<file path="src/rtl/alu_cmd_sequencer_if.sv">
// Trigger/switch inputs and command outputs between the board controls and the ALU command sequencer.
// master = sequencer side, slave = board/ALU side.
interface alu_cmd_sequencer_if;
  logic       btn_raw;
  logic [3:0] op_in;
  logic [7:0] data_in;
  logic [3:0] op_q;
  logic [7:0] data_q;
  logic       load_a;
  logic       load_b;
  logic       swap;
  logic       exec;
  logic       busy;
  logic [7:0] cmd_count;

  modport master (
    input  btn_raw, op_in, data_in,
    output op_q, data_q, load_a, load_b, swap, exec, busy, cmd_count
  );

  modport slave (
    output btn_raw, op_in, data_in,
    input  op_q, data_q, load_a, load_b, swap, exec, busy, cmd_count
  );
endinterface

</file>
<file path="src/rtl/alu_cmd_sequencer.sv">
// Button conditioning and one-pulse-per-press command sequencer for the board ALU.
// Define AUTO_REPEAT_EN to refire periodically while the button stays held.
module alu_cmd_sequencer #(
  parameter int unsigned DEBOUNCE_CYCLES = 1000000,
  parameter int unsigned REPEAT_CYCLES   = 50000000
) (
  input logic                 clk,
  input logic                 reset,
  alu_cmd_sequencer_if.master bus
);

  localparam int unsigned CNT_W = (DEBOUNCE_CYCLES > 1) ? $clog2(DEBOUNCE_CYCLES) : 1;
  localparam logic [CNT_W-1:0] CNT_LAST = CNT_W'(DEBOUNCE_CYCLES - 1);

  if (DEBOUNCE_CYCLES < 2 || REPEAT_CYCLES < 1) begin : g_param_check
    $error("alu_cmd_sequencer: DEBOUNCE_CYCLES must be >= 2 and REPEAT_CYCLES >= 1");
  end

  typedef enum logic [1:0] {
    IDLE         = 2'd0,
    PRESS_DB     = 2'd1,
    FIRE         = 2'd2,
    RELEASE_WAIT = 2'd3
  } state_t;

  state_t           state;
  logic             meta;
  logic             sync;
  logic [CNT_W-1:0] cnt;
  logic             fire_c;
  logic             rpt_fire_c;
  logic             dec_load_a_c;
  logic             dec_load_b_c;
  logic             dec_swap_c;
  logic             dec_exec_c;

  // Two-flop synchroniser on the raw button
  always_ff @(posedge clk) begin
    if (reset) begin
      meta <= 1'b0;
      sync <= 1'b0;
    end else begin
      meta <= bus.btn_raw;
      sync <= meta;
    end
  end

  // Op decode; only ever sampled on the edge that enters FIRE
  always_comb begin
    dec_load_a_c = (bus.op_in == 4'b1111);
    dec_load_b_c = (bus.op_in == 4'b1101);
    dec_swap_c   = (bus.op_in == 4'b1110);
    dec_exec_c   = ~(dec_load_a_c | dec_load_b_c | dec_swap_c);
  end

`ifdef AUTO_REPEAT_EN
  localparam int unsigned RPT_W = (REPEAT_CYCLES > 1) ? $clog2(REPEAT_CYCLES) : 1;
  localparam logic [RPT_W-1:0] RPT_LAST = RPT_W'(REPEAT_CYCLES - 1);

  logic [RPT_W-1:0] rpt_cnt;

  // Counting starts in the FIRE cycle so repeat fires land exactly REPEAT_CYCLES apart
  always_ff @(posedge clk) begin
    if (reset || !sync || fire_c) begin
      rpt_cnt <= '0;
    end else if (state == FIRE || state == RELEASE_WAIT) begin
      rpt_cnt <= rpt_cnt + RPT_W'(1);
    end
  end

  assign rpt_fire_c = (state == RELEASE_WAIT) && sync && (rpt_cnt == RPT_LAST);
`else
  assign rpt_fire_c = 1'b0;
`endif

  assign fire_c = ((state == PRESS_DB) && sync && (cnt == CNT_LAST)) || rpt_fire_c;

  // Sequencer FSM with registered capture, pulses, busy and fire count
  always_ff @(posedge clk) begin
    if (reset) begin
      state         <= IDLE;
      cnt           <= '0;
      bus.busy      <= 1'b0;
      bus.op_q      <= '0;
      bus.data_q    <= '0;
      bus.load_a    <= 1'b0;
      bus.load_b    <= 1'b0;
      bus.swap      <= 1'b0;
      bus.exec      <= 1'b0;
      bus.cmd_count <= '0;
    end else begin
      bus.load_a <= 1'b0;
      bus.load_b <= 1'b0;
      bus.swap   <= 1'b0;
      bus.exec   <= 1'b0;

      if (fire_c) begin
        bus.op_q      <= bus.op_in;
        bus.data_q    <= bus.data_in;
        bus.load_a    <= dec_load_a_c;
        bus.load_b    <= dec_load_b_c;
        bus.swap      <= dec_swap_c;
        bus.exec      <= dec_exec_c;
        bus.cmd_count <= bus.cmd_count + 8'd1;
      end

      case (state)
        IDLE: begin
          if (sync) begin
            state    <= PRESS_DB;
            cnt      <= '0;
            bus.busy <= 1'b1;
          end
        end
        PRESS_DB: begin
          if (!sync) begin
            state    <= IDLE;
            cnt      <= '0;
            bus.busy <= 1'b0;
          end else if (fire_c) begin
            state <= FIRE;
            cnt   <= '0;
          end else begin
            cnt <= cnt + CNT_W'(1);
          end
        end
        FIRE: begin
          state <= RELEASE_WAIT;
          cnt   <= '0;
        end
        RELEASE_WAIT: begin
          if (fire_c) begin
            state <= FIRE;
            cnt   <= '0;
          end else if (sync) begin
            cnt <= '0;
          end else if (cnt == CNT_LAST) begin
            state    <= IDLE;
            cnt      <= '0;
            bus.busy <= 1'b0;
          end else begin
            cnt <= cnt + CNT_W'(1);
          end
        end
        default: begin
          state    <= IDLE;
          cnt      <= '0;
          bus.busy <= 1'b0;
        end
      endcase
    end
  end

endmodule

</file>
<file path="src/flat_wrapper.sv">
// flat-port wrapper written by rule: the top's interface ports become plain ports
module alu_cmd_sequencer_flat 
#(
  parameter int unsigned DEBOUNCE_CYCLES = 1000000,
  parameter int unsigned REPEAT_CYCLES   = 50000000
)
  (clk, reset, bus_btn_raw, bus_op_in, bus_data_in, bus_op_q, bus_data_q, bus_load_a, bus_load_b, bus_swap, bus_exec, bus_busy, bus_cmd_count);
  alu_cmd_sequencer_if bus_i ();
  input logic clk;
  input logic reset;
  input wire logic [$bits(bus_i.btn_raw)-1:0] bus_btn_raw;
  input wire logic [$bits(bus_i.op_in)-1:0] bus_op_in;
  input wire logic [$bits(bus_i.data_in)-1:0] bus_data_in;
  output wire logic [$bits(bus_i.op_q)-1:0] bus_op_q;
  output wire logic [$bits(bus_i.data_q)-1:0] bus_data_q;
  output wire logic [$bits(bus_i.load_a)-1:0] bus_load_a;
  output wire logic [$bits(bus_i.load_b)-1:0] bus_load_b;
  output wire logic [$bits(bus_i.swap)-1:0] bus_swap;
  output wire logic [$bits(bus_i.exec)-1:0] bus_exec;
  output wire logic [$bits(bus_i.busy)-1:0] bus_busy;
  output wire logic [$bits(bus_i.cmd_count)-1:0] bus_cmd_count;
  assign bus_i.btn_raw = bus_btn_raw;
  assign bus_i.op_in = bus_op_in;
  assign bus_i.data_in = bus_data_in;
  assign bus_op_q = bus_i.op_q;
  assign bus_data_q = bus_i.data_q;
  assign bus_load_a = bus_i.load_a;
  assign bus_load_b = bus_i.load_b;
  assign bus_swap = bus_i.swap;
  assign bus_exec = bus_i.exec;
  assign bus_busy = bus_i.busy;
  assign bus_cmd_count = bus_i.cmd_count;
  alu_cmd_sequencer #(.DEBOUNCE_CYCLES(DEBOUNCE_CYCLES), .REPEAT_CYCLES(REPEAT_CYCLES)) u_core (.clk(clk), .reset(reset), .bus(bus_i));
endmodule
</file>
<file path="config.mk">
export PLATFORM = sky130hd
export DESIGN_NAME = alu_cmd_sequencer_flat
export DESIGN_NICKNAME = d
export VERILOG_FILES = /design/src/rtl/alu_cmd_sequencer_if.sv /design/src/rtl/alu_cmd_sequencer.sv /design/src/flat_wrapper.sv
export SDC_FILE = /design/constraint.sdc
export NUM_CORES = 1
export LEC_CHECK = 0
export ABC_AREA = 1
export CORE_AREA = 2 2 85 63
export CTS_CLUSTER_DIAMETER = 120
export DETAILED_ROUTE_END_ITERATION = 12
export DIE_AREA = 0 0 87 65
export MAX_ROUTING_LAYER = met4
export PLACE_DENSITY = 0.77
export SLEW_MARGIN = 20
export SYNTH_ARGS = -nofsm -noshare
export SYNTH_HDL_FRONTEND = slang
export SYNTH_SLANG_ARGS = --single-unit
</file>
<file path="constraint.sdc">
create_clock -name clk -period 1.9 [get_ports clk]
set_clock_uncertainty 0.15 [all_clocks]
set_input_delay 0.285 -clock clk [delete_from_list [all_inputs] [get_ports clk]]
set_output_delay 0.285 -clock clk [all_outputs]
set_load 0.02 [all_outputs]
</file>
==> results by group, run 1 <==
Timing
  • FMAX: 0.5456 GHz
  • Post-route setup TNS: 0 ns
  • Fin. max-slew vios: 0
  • Final period util: 96.46%
  • Final min period: 1.833 ns
  • Actual slew at the worst max-slew pin: 0.5060 ns
  • Final hold vios: 0
  • Relative slew slack: 66.23%
  • Final Setup Violations: 0

Setup path
  • Max FO, Critical Path: 6
  • CP peak stage delay: 0.64 ns
  • R2r startpoint: u_core.cnt[0]
  • Setup crit end kind: primary output
  • Worst Path Arrival: 1.40 ns
  • Stages on worst setup path: 1
  • Buf/Inv on CP: 1
  • End of the critical path: bus_cmd_count[4]
  • Worst-path cell chain: clkdlybuf4s50_1
  • CP Launch Point: u_core.bus.cmd_count[4]
  • Worst R2R End: u_core.cnt[11]
  • Setup slack, reg-to-reg: 0.12 ns
  • Kind of critical path: reg -> out
  • Critical Path Slowest Stage Cell: clkdlybuf4s50_1
  • CP Launch Type: register
  • Worst endpoint required time: 1.46 ns
  • CP top delay family: buffers and inverters
  • Worst R2R Path Depth: 9

Routing
  • Pre-antenna DRT Iters: 4
  • Drt total wl: 5822 µm
  • Vias per cell: 5.052
  • Iter 0 DRT Violations: 132
  • Vias: 2420
  • DR WL/cell: 12.15 µm
  • Post-route ant nets: 0
  • # DRC: 0

Global routing
  • Initial antenna violation count: 0
  • Largest net degree at the start of global routing: 24
  • Global-route wire length before repair: 9287 µm
  • Vias in the first global route: 2079
  • GR Util All Layers: 21.48%
  • Total gr overflow: 0

Synthesis
  • Netlist Area Pre-Place: 2481 µm²
  • Cells after Synth: 373
  • Synth unique cells: 27
  • YS warnings: 0
  • Synthesized flop and latch total: 49
  • Post-Synthesis Net Count: 390
  • Syn avg cell area: 6.652 µm²
  • Sequential fraction of the synthesis area: 39.54%

Cells and area
  • Share of cells above drive strength 1: 10.74%
  • Area Overhead vs Synth: 24.96%
  • ANT cells: 0
  • Nets: 435
  • Final Cell Area: 3100 µm²
  • Final cell count without fillers: 479
  • Fin util: 62.93%

Placement
  • RePlAce Congestion: 0.8759
  • Dpl cell area: 2942 µm²
  • Placed insts: 468
  • Hpwl dp: 4245 µm
  • Port-buffer cells: 39

Floorplan
  • Die height: 65 µm
  • Area of the die: 5655 µm²
  • Initial core utilization: 50.36%
  • Core area: 4927 µm²
  • I/O Pins: 40
  • Core Rows: 22
  • Die W: 87 µm

Clocking
  • CTS Buffer Depth: 2
  • Clk pin slew, worst setup/hold paths: 0.10 ns
  • Clk root buf: clkbuf_8
  • Clk sinks: 49
  • Hold buffers post-CTS: 0
  • CTS Buf Count: 5
  • Clock insertion delay at the later pin of the skew report: 0.31 ns
  • CTS H-Tree Depth: 2
  • CTS tree: done

Power
  • Total power density per cell area: 576.4 nW/µm²
  • VDD IR max: 0.3970 mV
  • Leak Pwr: 1.143 nW

Run
  • Maxcap violations: 0

Worst hold path
  • Hold path cells: 2
  • Min-delay worst type: reg -> reg

Run status
  • Status: finished, final reports clean
[worst min-delay path by stage]
stage,startpoint,end,slack [ns]
floorplan,bus_op_in[0],u_core.bus.swap,0.21
global placement,u_core.meta,u_core.sync,0.24
detailed placement,u_core.meta,u_core.sync,0.26
CTS,u_core.meta,u_core.sync,0.27
global route,u_core.meta,u_core.sync,0.30
finish,u_core.meta,u_core.sync,0.27
[cells in the mapped netlist (all sizes together)]
library cell	n	share of area, %
a21oi	39	8.2
buf	7	2.5
clkbuf	6	0.91
clkinv	1	0.15
dfxtp	49	40
ha	2	1.0
inv	41	6.2
nand2	120	18
nand3	30	6.5
nand4	2	0.50
nor2	42	7.1
nor3	8	2.0
o21ai	14	3.0
o22ai	1	0.25
or2	1	0.25
xnor2	3	1.1
xor2	7	2.5
[metrics by stage]
stage	setup WS [ns]	hold WS, ns	total power (W)
5_1_grt	-0.004420	0.2952	0.001846
6_report	0.06724	0.2660	0.001787
3_3_place_gp	0.06679	0.2439	0.001150
2_1_floorplan	0.2362	0.2140	0.001097
4_1_cts	0.01584	0.2684	0.001795
3_5_place_dp	0.05804	0.2591	0.001151
[layer usage]
metal  vias to the layer above  GRT usage (%)  part of all wire (%)
met3                         8          4.204                   4.8
met5                         -              -                     0
met1                      1094          28.52                    49
met4                         0          7.227                   1.4
li1                       1264              -                     -
met2                        54          32.82                    45
[where the power goes]
part	internal, W	switching [W]	total, W
registers	0.00103	0.00000338	0.00103
logic	0.0000433	0.0000514	0.0000947
clock network	0.000296	0.000363	0.000659
[layout by cell type (no fill, tap or decap), types with 7 or more instances in the layout]
master and instances:
nand2_1 117, a21oi_1 37, inv_1 36, dfxtp_1 46, nor2_1 38, buf_4 11
o21ai_0 13, nand3_1 28, clkdlybuf4s50_1 39, xor2_1 7
[registers in the layout, summed over array words and instances (netlist names)]
register,cells
u_core.cnt,20
u_core.bus.cmd_count,8
u_core.bus.data_q,8
u_core.bus.op_q,4
u_core.state,2
u_core.bus.busy,1
u_core.bus.exec,1
u_core.bus.load_a,1
u_core.bus.load_b,1
u_core.bus.swap,1
u_core.meta,1
u_core.sync,1
[final cells by class]
| type | instances | area [µm²] |
|---|---|---|
| Timing Repair Buffer | 51 | 493.0 |
| Multi-Input combinational cell | 269 | 1291 |
| Sequential cell | 49 | 984.7 |
| Fill cell | 441 | 1827 |
| Inverter | 42 | 160.2 |
| Tap cell | 60 | 75.07 |
| Clock buffer | 6 | 82.58 |
| Clock inverter | 2 | 13.76 |
[kinds of logic (layout without fill, tap and decap cells)]
kind of cell    after synthesis  count (layout)  synth area share [%]
compound gates               54              54                 11.40
simple gates                203             203                 34.75
xor+xnor                     10              10                 3.530
buf+inv                      55             101                 9.783
flops                        49              49                 39.54
fa+ha+maj                     2               2                 1.008
[timing repair]
item / in CTS / in global routing
buffers inserted: 0 / 3
endpoints found under the setup margin: 0 / 35
resized for setup: 0 / 11
endpoints found under the hold margin: 0 / 0
Note: power is estimated with default switching activity, not from simulation.
==> inputs of run 2 (changes only) <==
CORE_AREA = 2 2 98 71   (was 2 2 85 63)
CTS_BUF_LIST = sky130_fd_sc_hd__clkbuf_8   (was default)
DIE_AREA = 0 0 100 73   (was 0 0 87 65)
PLACE_DENSITY = default   (was 0.77)
==> run 2 against run 1 <==
Setup slack improved by 0.0040 ns. Clock power rose by 21%. Core utilization is 14 points lower. Total power rose by 7.6%. Sequential share of layout area shrank 0.69 points. Design area up 2.2%. Fmax up 0.22%. Critical path depth unchanged. Register-to-register slack improved by 0.03 ns. Via count fell by 0.99%. Count of clock-buffer cells in the layout stayed put. Hold slack got worse by 0.0062 ns. Critical path type unchanged.
==> results by group, run 2 (synthesis results as in run 1) <==
Cells and area
  • Number of flip-flops under the largest register name: 20
  • Share of cells above drive strength 1: 10.77%
  • Fillers: 683
  • ANT cells: 0
  • Final cell count without fillers: 499
  • Reg area: 984.7 µm²
  • Area Overhead vs Synth: 27.74%
  • Commonest non-fill, non-tap cells in the layout: 116 x nand2_1, 46 x dfxtp_1, 38 x nor2_1, 38 x clkdlybuf4s50_1, 37 x a21oi_1
  • Commonest non-fill, non-tap cell in the layout: nand2_1
  • Nets: 434
  • Area of the multi-input gates: 1297 µm²
  • Most flops, register: u_core.cnt
  • Largest regs: u_core.cnt (20), u_core.bus.cmd_count (8), u_core.bus.data_q (8)

Setup path
  • CP top delay family: buffers and inverters
  • Kind of critical path: reg -> out
  • Critical Path Slowest Stage Cell: clkdlybuf4s50_1
  • Buf/Inv on CP: 1
  • CP peak stage delay: 0.64 ns
  • Worst Path Arrival: 1.39 ns
  • Worst-path cell chain: clkdlybuf4s50_1
  • Worst endpoint required time: 1.46 ns
  • Max FO, Critical Path: 6
  • CP Launch Type: register
  • Setup crit end kind: primary output

Timing
  • Final min period: 1.829 ns
  • RSZ-0062 raised after global routing: no
  • Relative slew slack: 76.72%
  • Post-route setup TNS: 0 ns
  • Fin. max-slew vios: 0
  • Final Setup Violations: 0
  • Final hold vios: 0
  • Worst Hold Slack: 0.2599 ns
  • FMAX: 0.5468 GHz
  • Worst setup slack after layout: 0.07127 ns
  • Final period util: 96.25%
  • Actual slew at the worst max-slew pin: 0.3465 ns

Floorplan
  • Die height: 73 µm
  • Area of the die: 7300 µm²
  • Initial core utilization: 38.13%
  • Core Rows: 25
  • I/O Pins: 40
  • Die W: 100 µm
  • Core area: 6506 µm²

Global routing
  • Vias in the first global route: 2029
  • GR Util All Layers: 17.49%
  • Initial antenna violation count: 0
  • Total gr overflow: 0
  • Largest net degree at the start of global routing: 21
  • Global-route wire length before repair: 9887 µm

Routing
  • Pre-antenna DRT Iters: 4
  • Vias: 2396
  • Post-route ant nets: 0
  • Iter 0 DRT Violations: 134
  • Drt total wl: 5977 µm
  • Vias per cell: 4.802
  • # DRC: 0
  • DR WL/cell: 11.98 µm

Placement
  • RePlAce Congestion: 0.8417
  • Setup Slack @ Placement: 0.04399 ns
  • Placed insts: 490
  • Port-buffer cells: 39
  • Hpwl dp: 4288 µm

Power
  • Sw Ratio: 21.86%
  • Sequential share of power: 53.8%
  • Clk pwr share: 41.3%
  • PnR Total Power: 0.001923 W
  • Total power density per cell area: 606.6 nW/µm²
  • Total net switching power: 0.0004203 W
  • Internal power: 0.001502 W
  • Comb power frac: 4.8%
  • VDD IR max: 0.4747 mV
  • Leak Pwr: 1.154 nW

Worst hold path
  • Min-delay worst type: reg -> reg

Clocking
  • CTS Buf Count: 5
  • CTS H-Tree Depth: 2
  • Clk pin slew, worst setup/hold paths: 0.09 ns
  • Clock insertion delay at the later pin of the skew report: 0.30 ns
  • Clk root buf: clkbuf_8
  • Post-CTS Setup Repair Bufs: 0
  • Clk sinks: 49
  • CTS Buffer Depth: 2
  • CTS tree: done

Run status
  • Status: finished, final reports clean

Run
  • Maxcap violations: 0
[run 2: worst paths after layout]
check,start,endpoint,slack (ns),cells past startpoint
worst max-delay path,u_core.bus.cmd_count[4],bus_cmd_count[4],0.07,1
worst min-delay path,u_core.meta,u_core.sync,0.26,2
worst max register to register,u_core.cnt[1],u_core.bus.cmd_count[6],0.15,8
worst min register to register,u_core.meta,u_core.sync,0.26,2
[run 2: layer usage]
metal | global-route usage (%) | share of wire [%] | up-vias
met3 | 3.640 | 4.5 | 5
met4 | 5.023 | 1.0 | 0
met2 | 23.20 | 38 | 46
met1 | 26.34 | 56 | 1078
met5 | - | 0 | -
li1 | - | - | 1267
[run 2: area by class of cell]
| cell class | instances | area share, % |
|---|---|---|
| Tap cell | 81 | 3.198 |
| Multi-Input combinational cell | 269 | 40.94 |
| Inverter | 42 | 5.053 |
| Clock inverter | 2 | 1.184 |
| Sequential cell | 49 | 31.07 |
| Timing Repair Buffer | 50 | 15.95 |
| Clock buffer | 6 | 2.606 |
[run 2: timing repair]
action,in CTS,in global routing
hold buffers,0,0
gates resized for setup,0,14
endpoints found under the hold margin,0,0
setup endpoints to repair,0,35
[run 2: power groups by stage]
stage                      logic, W  registers [W]  clock network [W]
after floorplan           0.0000380        0.00106                  0
after global placement    0.0000937        0.00106                  0
after detailed placement  0.0000939        0.00106                  0
after CTS                 0.0000943        0.00103           0.000808
after global routing       0.000104        0.00104           0.000840
final                     0.0000930        0.00103           0.000795
[run 2: per-stage QoR]
| step | utilization [%] | cell area (µm²) |
|---|---|---|
| finish | 48.71 | 3169 |
| global route | 48.71 | 3169 |
| CTS | 47.58 | 3095 |
| detailed placement | 45.73 | 2975 |
| global placement | 45.73 | 2975 |
| floorplan | - | 2481 |
[run 2: worst register-to-register path, stage by stage, from the launching register on]
cell	delay (ns)
dfxtp_2	0.37
ha_4	0.15
nand3_4	0.12
nor2_4	0.14
nand3_2	0.12
nor2_4	0.25
buf_12	0.17
nand2_1	0.05
a21oi_1	0.16
==> inputs of run 3 (changes only) <==
CORE_AREA = 2 2 92 68   (was 2 2 98 71)
DIE_AREA = 0 0 94 70   (was 0 0 100 73)
PLACE_DENSITY = 0.67   (was default)
==> run 3 against run 2 <==
Final cell count down 1.0%. Sequential share of layout area up 0.34 points. Sequential power about the same. Non-clock buffer count down 2. Die area down 9.9%. Largest cell class unchanged. Fmax down 0.16%. Global-route usage up 2.1 points. Critical endpoint unchanged. Critical path type unchanged. Design area down 1.5%. Core utilization up 4.6 points. Register-to-register slack worse by 0.03 ns. Critical path depth unchanged. Routed wire length down 3.8%.
==> results by group, run 3 (synthesis results as in run 1) <==
Global routing
  • Vias in the first global route: 2206
  • Total gr overflow: 0
  • Global-route wire length before repair: 10120 µm
  • GR Util All Layers: 19.59%
  • Initial antenna violation count: 0
  • Largest net degree at the start of global routing: 33

Routing
  • Pre-antenna DRT Iters: 4
  • DR WL/cell: 11.64 µm
  • Post-route ant nets: 0
  • # DRC: 0
  • Vias per cell: 4.877
  • Iter 0 DRT Violations: 187
  • Drt total wl: 5748 µm
  • Vias: 2409

Timing
  • RSZ-0062 raised after global routing: yes
  • Post-route setup TNS: 0 ns
  • Final hold vios: 0
  • Relative slew slack: 66.00%
  • Final min period: 1.832 ns
  • Final Setup Violations: 0
  • Fin. max-slew vios: 0
  • Worst Hold Slack: 0.2509 ns
  • Final period util: 96.40%
  • Actual slew at the worst max-slew pin: 0.5095 ns
  • FMAX: 0.5460 GHz

Run status
  • Status: finished, final reports clean

Power
  • VDD IR max: 0.3108 mV
  • PnR Total Power: 0.001911 W
  • Leak Pwr: 1.127 nW
  • Total power density per cell area: 611.8 nW/µm²

Floorplan
  • Die W: 94 µm
  • Area of the die: 6580 µm²
  • Initial core utilization: 42.37%
  • Die height: 70 µm
  • Core area: 5856 µm²
  • I/O Pins: 40
  • Core Rows: 24

Cells and area
  • Most flops, register: u_core.cnt
  • Largest regs: u_core.cnt (20), u_core.bus.cmd_count (8), u_core.bus.data_q (8)
  • Area of the multi-input gates: 1285 µm²
  • Reg area: 980.9 µm²
  • ANT cells: 0
  • Fillers: 560
  • Area Overhead vs Synth: 25.87%
  • Commonest non-fill, non-tap cells in the layout: 117 x nand2_1, 49 x dfxtp_1, 39 x clkdlybuf4s50_1, 38 x nor2_1
  • Number of flip-flops under the largest register name: 20
  • Final cell count without fillers: 494
  • Share of cells above drive strength 1: 8.894%
  • Nets: 432
  • Commonest non-fill, non-tap cell in the layout: nand2_1

Clocking
  • Clk sinks: 49
  • CTS tree: done
  • Hold buffers post-CTS: 0
  • CTS H-Tree Depth: 2
  • CTS Buf Count: 5
  • Clock insertion delay at the later pin of the skew report: 0.31 ns
  • CTS Buffer Depth: 2
  • Resized Gates After CTS: 0
  • Clk root buf: clkbuf_8
  • Post-CTS Setup Repair Bufs: 0
  • Clk pin slew, worst setup/hold paths: 0.09 ns

Placement
  • RePlAce Congestion: 0.8814
  • Placed insts: 486
  • Hpwl dp: 4137 µm
  • Port-buffer cells: 39

Setup path
  • Worst-path cell chain: clkdlybuf4s50_1
  • Worst Path Arrival: 1.40 ns
  • CP top delay family: buffers and inverters
  • Worst endpoint required time: 1.46 ns
  • Max FO, Critical Path: 6
  • Buf/Inv on CP: 1
  • Setup crit end kind: primary output
  • CP Launch Type: register
  • CP peak stage delay: 0.65 ns
  • Kind of critical path: reg -> out
  • Critical Path Slowest Stage Cell: clkdlybuf4s50_1

Run
  • Maxcap violations: 0

Worst hold path
  • Min-delay worst type: reg -> reg
==> run 3: final timing paths <==
kind / start / to / slack [ns] / depth (start not counted)
max reg2reg: u_core.cnt[2] / u_core.cnt[15] / 0.12 / 9
max: u_core.bus.cmd_count[4] / bus_cmd_count[4] / 0.07 / 1
min: u_core.meta / u_core.sync / 0.25 / 2
min reg2reg: u_core.meta / u_core.sync / 0.25 / 2
==> run 3: report_power, final <==
part | switching, W | internal (W) | leakage (nW) | total (W)
Clock | 0.000359 | 0.000424 | 0.0626 | 0.000783
Sequential | 0.00000406 | 0.00103 | 0.395 | 0.00103
Combinational | 0.0000500 | 0.0000430 | 0.670 | 0.0000930
Total | 0.000413 | 0.00150 | 1.13 | 0.00191
==> run 3: per-layer routing <==
layer	wire (µm)	part of all wire, %	GRT usage, %	vias up
li1	-	-	-	1254
met1	2909	51	27.77	1085
met2	2371	41	28.41	61
met3	397	6.9	3.776	9
met4	70	1.2	5.797	0
met5	0	0	-	-
==> run 3: cell type report <==
type	count	area share, %
Sequential cell	49	31.41
Clock inverter	2	1.082
Clock buffer	6	2.644
Multi-Input combinational cell	269	41.15
Inverter	42	5.128
Tap cell	78	3.125
Timing Repair Buffer	48	15.46
==> run 3: worst reg2reg max path, stage by stage (launching register included) <==
cell	delay, ns
dfxtp_1	0.44
nand2_1	0.08
nor2_1	0.15
nand2_1	0.19
nor3_2	0.30
nand2_1	0.08
nand3_1	0.11
nand3_1	0.09
nand2_1	0.06
inv_1	0.03
==> run 3: stage by stage <==
step           utilization (%)  area (µm²)  setup slack [ns]
6_report                 53.33        3123           0.06843
2_1_floorplan                -        2481            0.2362
3_3_place_gp             50.83        2977           0.08133
5_1_grt                  53.33        3123          -0.01080
4_1_cts                  52.82        3093           0.02418
3_5_place_dp             50.83        2977           0.03925
==> RTL change 1: new RTL, config.mk and constraints of run 1 <==
Encoding of `state_t`: now one-hot (4 bits for 4 states).
--- a/src/rtl/alu_cmd_sequencer.sv
+++ b/src/rtl/alu_cmd_sequencer.sv
@@ -16,11 +16,11 @@
     $error("alu_cmd_sequencer: DEBOUNCE_CYCLES must be >= 2 and REPEAT_CYCLES >= 1");
   end
 
-  typedef enum logic [1:0] {
-    IDLE         = 2'd0,
-    PRESS_DB     = 2'd1,
-    FIRE         = 2'd2,
-    RELEASE_WAIT = 2'd3
+  typedef enum logic [3:0] {
+    IDLE         = 4'b0001,
+    PRESS_DB     = 4'b0010,
+    FIRE         = 4'b0100,
+    RELEASE_WAIT = 4'b1000
   } state_t;
 
   state_t           state;
Function: same outputs for any inputs over 10 cycles, from zero or initial values and one cycle with reset high; not proved beyond that.
==> RTL change 1 against run 1 <==
Design area increased by 4.6%; synthesized area rose by 2.4%; sequential cell count increased by 2; wire length up 12%; worst setup slack improved by 25 ps; count of clock-buffer cells in the layout stayed put; critical path type unchanged; largest cell class unchanged.
Power is not compared: it rests on default switching activity, and its combinational part moved more than twofold at a synthesized area within 25%.
==> RTL change 1: results (changes against run 1) <==
Placed design
  • Placed cell areas: 3010 um2 (+2.4%)
  • RePlAce Congestion: 0.907 (+3.5%)
  • Pre-CTS setup slack: -10.3 ps (-68.4 ps)
  • Dpl hpwl: 4.63 mm (+9.1%)
  • Placed instance count: 471 (+0.64%)

Logic synthesis
  • Commonest cells post-synth: 74 x nor2_1, 69 x nand2_1, 51 x dfxtp_1
  • Post-Syn Nets: 389 (-0.26%)
  • Unique masters post-synth: 35 (+30%)
  • Mean post-synth cell area: 6.83 um2 (+2.6%)
  • Sequential-to-total area share from yosys stat: 40.2% (+0.66 points)

Drt
  • Initial drt markers: 173 (+31%)
  • Drt via density: 5.28 (+4.6%)
  • DR WL/cell: 13.6 um (+12%)
  • Via count: 2547 (+5.2%)
  • Pre-Repair DR Iteration Count: 6 (+2)

Layout
  • Nets: 438 (+0.69%)
  • Share of post-route cells with drive strength above 1: 12.8% (+2.1 points)
  • Largest regs: u_core.cnt: 20 flops, u_core.bus.cmd_count: 8 flops, u_core.bus.data_q: 8 flops

Status
  • Status: finished, final reports clean

Global route
  • Number of global-route vias before repair: 2300 (+11%)
  • First-pass GRT wire length: 10.5 mm (+14%)
  • Total track usage: 24.0% (+2.5 points)
  • Largest net degree at the start of global routing: 16 (-33%)

CTS
  • H-Tree Depth: 2 (unchanged)

Setup path
  • CP Data Arrival Time: 1370 ps (-30 ps)

Worst hold path
  • Hold Path Class: flip-flop to flip-flop

Timing
  • Actual slew at the worst max-slew pin: 536 ps (+29.5 ps)
-- RTL change 1: per-layer routing --
layer | global-route usage [%] | up-vias | part of all wire [%]
li1 | - | 1288 | -
met1 | 33.8 | 1144 | 47
met2 | 35.4 | 110 | 45
met3 | 5.35 | 5 | 7.5
met4 | 5.08 | 0 | 0.64
met5 | - | - | 0
-- RTL change 1: cell type report --
class                           instances  area [um2]
Tap cell                               60        75.1
Sequential cell                        51        1020
Clock buffer                            6        72.6
Fill cell                             431        1680
Timing Repair Buffer                   49         465
Multi-Input combinational cell        267        1360
Clock inverter                          2        60.1
Inverter                               47         181
-- RTL change 1: logic make-up (layout without fill, tap and decap cells) --
| family | Yosys count | count (layout) | share of synthesized area (%) |
|---|---|---|---|
| AOI/OAI and AO/OA | 45 | 45 | 9.56 |
| xor gates and xnor gates | 4 | 4 | 1.38 |
| adders and majority gates | 2 | 2 | 0.985 |
| DFF | 51 | 51 | 40.2 |
| and+or+nand+nor | 214 | 216 | 38.5 |
| buffers and inverters | 56 | 104 | 9.36 |
-- RTL change 1: what timing repair did --
action	CTS	global route
cloned	0	2
pin swaps	0	1
endpoints found under the setup margin	6	35
gates resized for setup	1	17
hold buffers	0	0
buffers inserted	0	1
-- RTL change 1: final timing paths --
kind | start | to | slack [ps] | depth (start not counted)
worst max register to register | u_core.cnt[1]$_SDFFE_PP0N_ | u_core.cnt[12]$_SDFFE_PP0N_ | 130 | 10
worst max-delay path | u_core.bus.cmd_count[4]$_SDFFE_PP0P_ | bus_cmd_count[4] | 90 | 1
worst min register to register | u_core.meta$_SDFF_PP0_ | u_core.sync$_SDFF_PP0_ | 270 | 2
worst min-delay path | u_core.meta$_SDFF_PP0_ | u_core.sync$_SDFF_PP0_ | 270 | 2
==> RTL change 2: new RTL, flow settings as in run 1 <==
Without the edit above. `DEBOUNCE_CYCLES` is set to 1000000 in 2 places; all go to 250000.
--- a/src/rtl/alu_cmd_sequencer.sv
+++ b/src/rtl/alu_cmd_sequencer.sv
@@ -1,7 +1,7 @@
 // Button conditioning and one-pulse-per-press command sequencer for the board ALU.
 // Define AUTO_REPEAT_EN to refire periodically while the button stays held.
 module alu_cmd_sequencer #(
-  parameter int unsigned DEBOUNCE_CYCLES = 1000000,
+  parameter int unsigned DEBOUNCE_CYCLES = 250000,
   parameter int unsigned REPEAT_CYCLES   = 50000000
 ) (
   input logic                 clk,
--- a/src/flat_wrapper.sv
+++ b/src/flat_wrapper.sv
@@ -1,7 +1,7 @@
 // flat-port wrapper written by rule: the top's interface ports become plain ports
 module alu_cmd_sequencer_flat 
 #(
-  parameter int unsigned DEBOUNCE_CYCLES = 1000000,
+  parameter int unsigned DEBOUNCE_CYCLES = 250000,
   parameter int unsigned REPEAT_CYCLES   = 50000000
 )
   (clk, reset, bus_btn_raw, bus_op_in, bus_data_in, bus_op_q, bus_data_q, bus_load_a, bus_load_b, bus_swap, bus_exec, bus_busy, bus_cmd_count);
Check against the original RTL: no difference found for any inputs over 10 cycles, from zero or initial values and one cycle with reset high; that may be too few to reach the edited logic, so the function may still have changed.
==> RTL change 2 against run 1 <==
Synthesized area is 6.5% lower; wire length is 8.2% lower; total power is 3.7% higher; sequential cell count is 2 lower; die area stayed put; synthesized cell count is 13% lower; worst setup slack better by 41 ps; critical endpoint is now bus_cmd_count[3]; critical path type unchanged; design area is 3.8% lower.
==> RTL change 2: results (changes against run 1) <==
Status
  • Status: finished, final reports clean

Layout
  • Seq cells: 47 (-4.1%)
  • Nets: 392 (-9.9%)
  • Inverters: 34 (-19%)
  • Sequential Area: 941 um2 (-4.4%)
  • Largest regs: u_core.cnt: 18 flops, u_core.bus.cmd_count: 8 flops, u_core.bus.data_q: 8 flops
  • Clock buffers and inverters, area share: 3.94% (+0.84 points)
  • Filler cell count: 446 (+1.1%)
  • Comb_multi_in: 235 (-13%)
  • Buffering overhead: 17.3% (+1.4 points)
  • Multi-input gate share of total cell area: 40.4% (-1.3 points)

Logic synthesis
  • Sequential-to-total area share from yosys stat: 40.5% (+1.0 points)
  • Mean post-synth cell area: 7.14 um2 (+7.4%)
  • Commonest cells post-synth: 79 x nand2_1, 47 x dfxtp_1, 42 x nor2_1
  • Post-Syn Nets: 342 (-12%)
  • Top post-synthesis cells by area: dfxtp_1 41%, nand2_1 13%, nor2_1 6.8%, nand3_1 5.0%, inv_1 4.9%

Placed design
  • Placed cell areas: 2840 um2 (-3.4%)
  • Pre-CTS setup slack: 99.5 ps (+41.5 ps)
  • Placed instance count: 427 (-8.8%)
  • RePlAce Congestion: 0.869 (-0.81%)
  • Dpl hpwl: 3.87 mm (-8.8%)

Power
  • Lkg Pwr: 0.00115 uW (+0.28%)
  • Worst vdd ir: 495 uV (+25%)
  • Pint: 1460 uW (+6.7%)

Drt
  • DR WL met3: 241 um (-15%)
  • M1 WL: 2.70 mm (-5.4%)
  • Routed wire length: 5.35 mm (-8.2%)

Global route
  • Number of global-route vias before repair: 2036 (-2.1%)
  • First-pass GRT wire length: 9.07 mm (-2.3%)
  • Met3 usage: 3.82% (-0.38 points)
  • Total track usage: 20.7% (-0.78 points)
  • GR Layer Usage met2: 31.2% (-1.6 points)

Timing
  • Relative slew slack: 72.8% (+6.5 points)

Setup path
  • CP Data Arrival Time: 1360 ps (-40 ps)
  • Critical Path Fanout Max: 5 (-1)
==> RTL change 2: power by group through the flow <==
stage	logic, uW	registers, uW	clock network (uW)
global placement	94.5	1020	0
finish	93.9	993	766
CTS	95.1	993	779
global route	104	994	815
floorplan	40.0	1020	0
detailed placement	94.3	1020	0
==> RTL change 2: final timing paths <==
check                                            start                          end  slack [ps]  cells past startpoint
setup / recovery  u_core.bus.cmd_count[3]$_SDFFE_PP0P_             bus_cmd_count[3]         110                      1
hold / removal                  u_core.meta$_SDFF_PP0_       u_core.sync$_SDFF_PP0_         270                      2
setup reg to reg            u_core.cnt[0]$_SDFFE_PP0N_  u_core.cnt[16]$_SDFFE_PP0N_         110                      8
hold reg to reg                 u_core.meta$_SDFF_PP0_       u_core.sync$_SDFF_PP0_         270                      2
==> RTL change 2: kinds of logic after synthesis <==
kind of cell / synth area share, %
xor gates and xnor gates: 2.64
and+or+nand+nor: 34.9
buffers and inverters: 8.25
DFF: 40.5
AOI/OAI and AO/OA: 12.6
adders and majority gates: 1.08
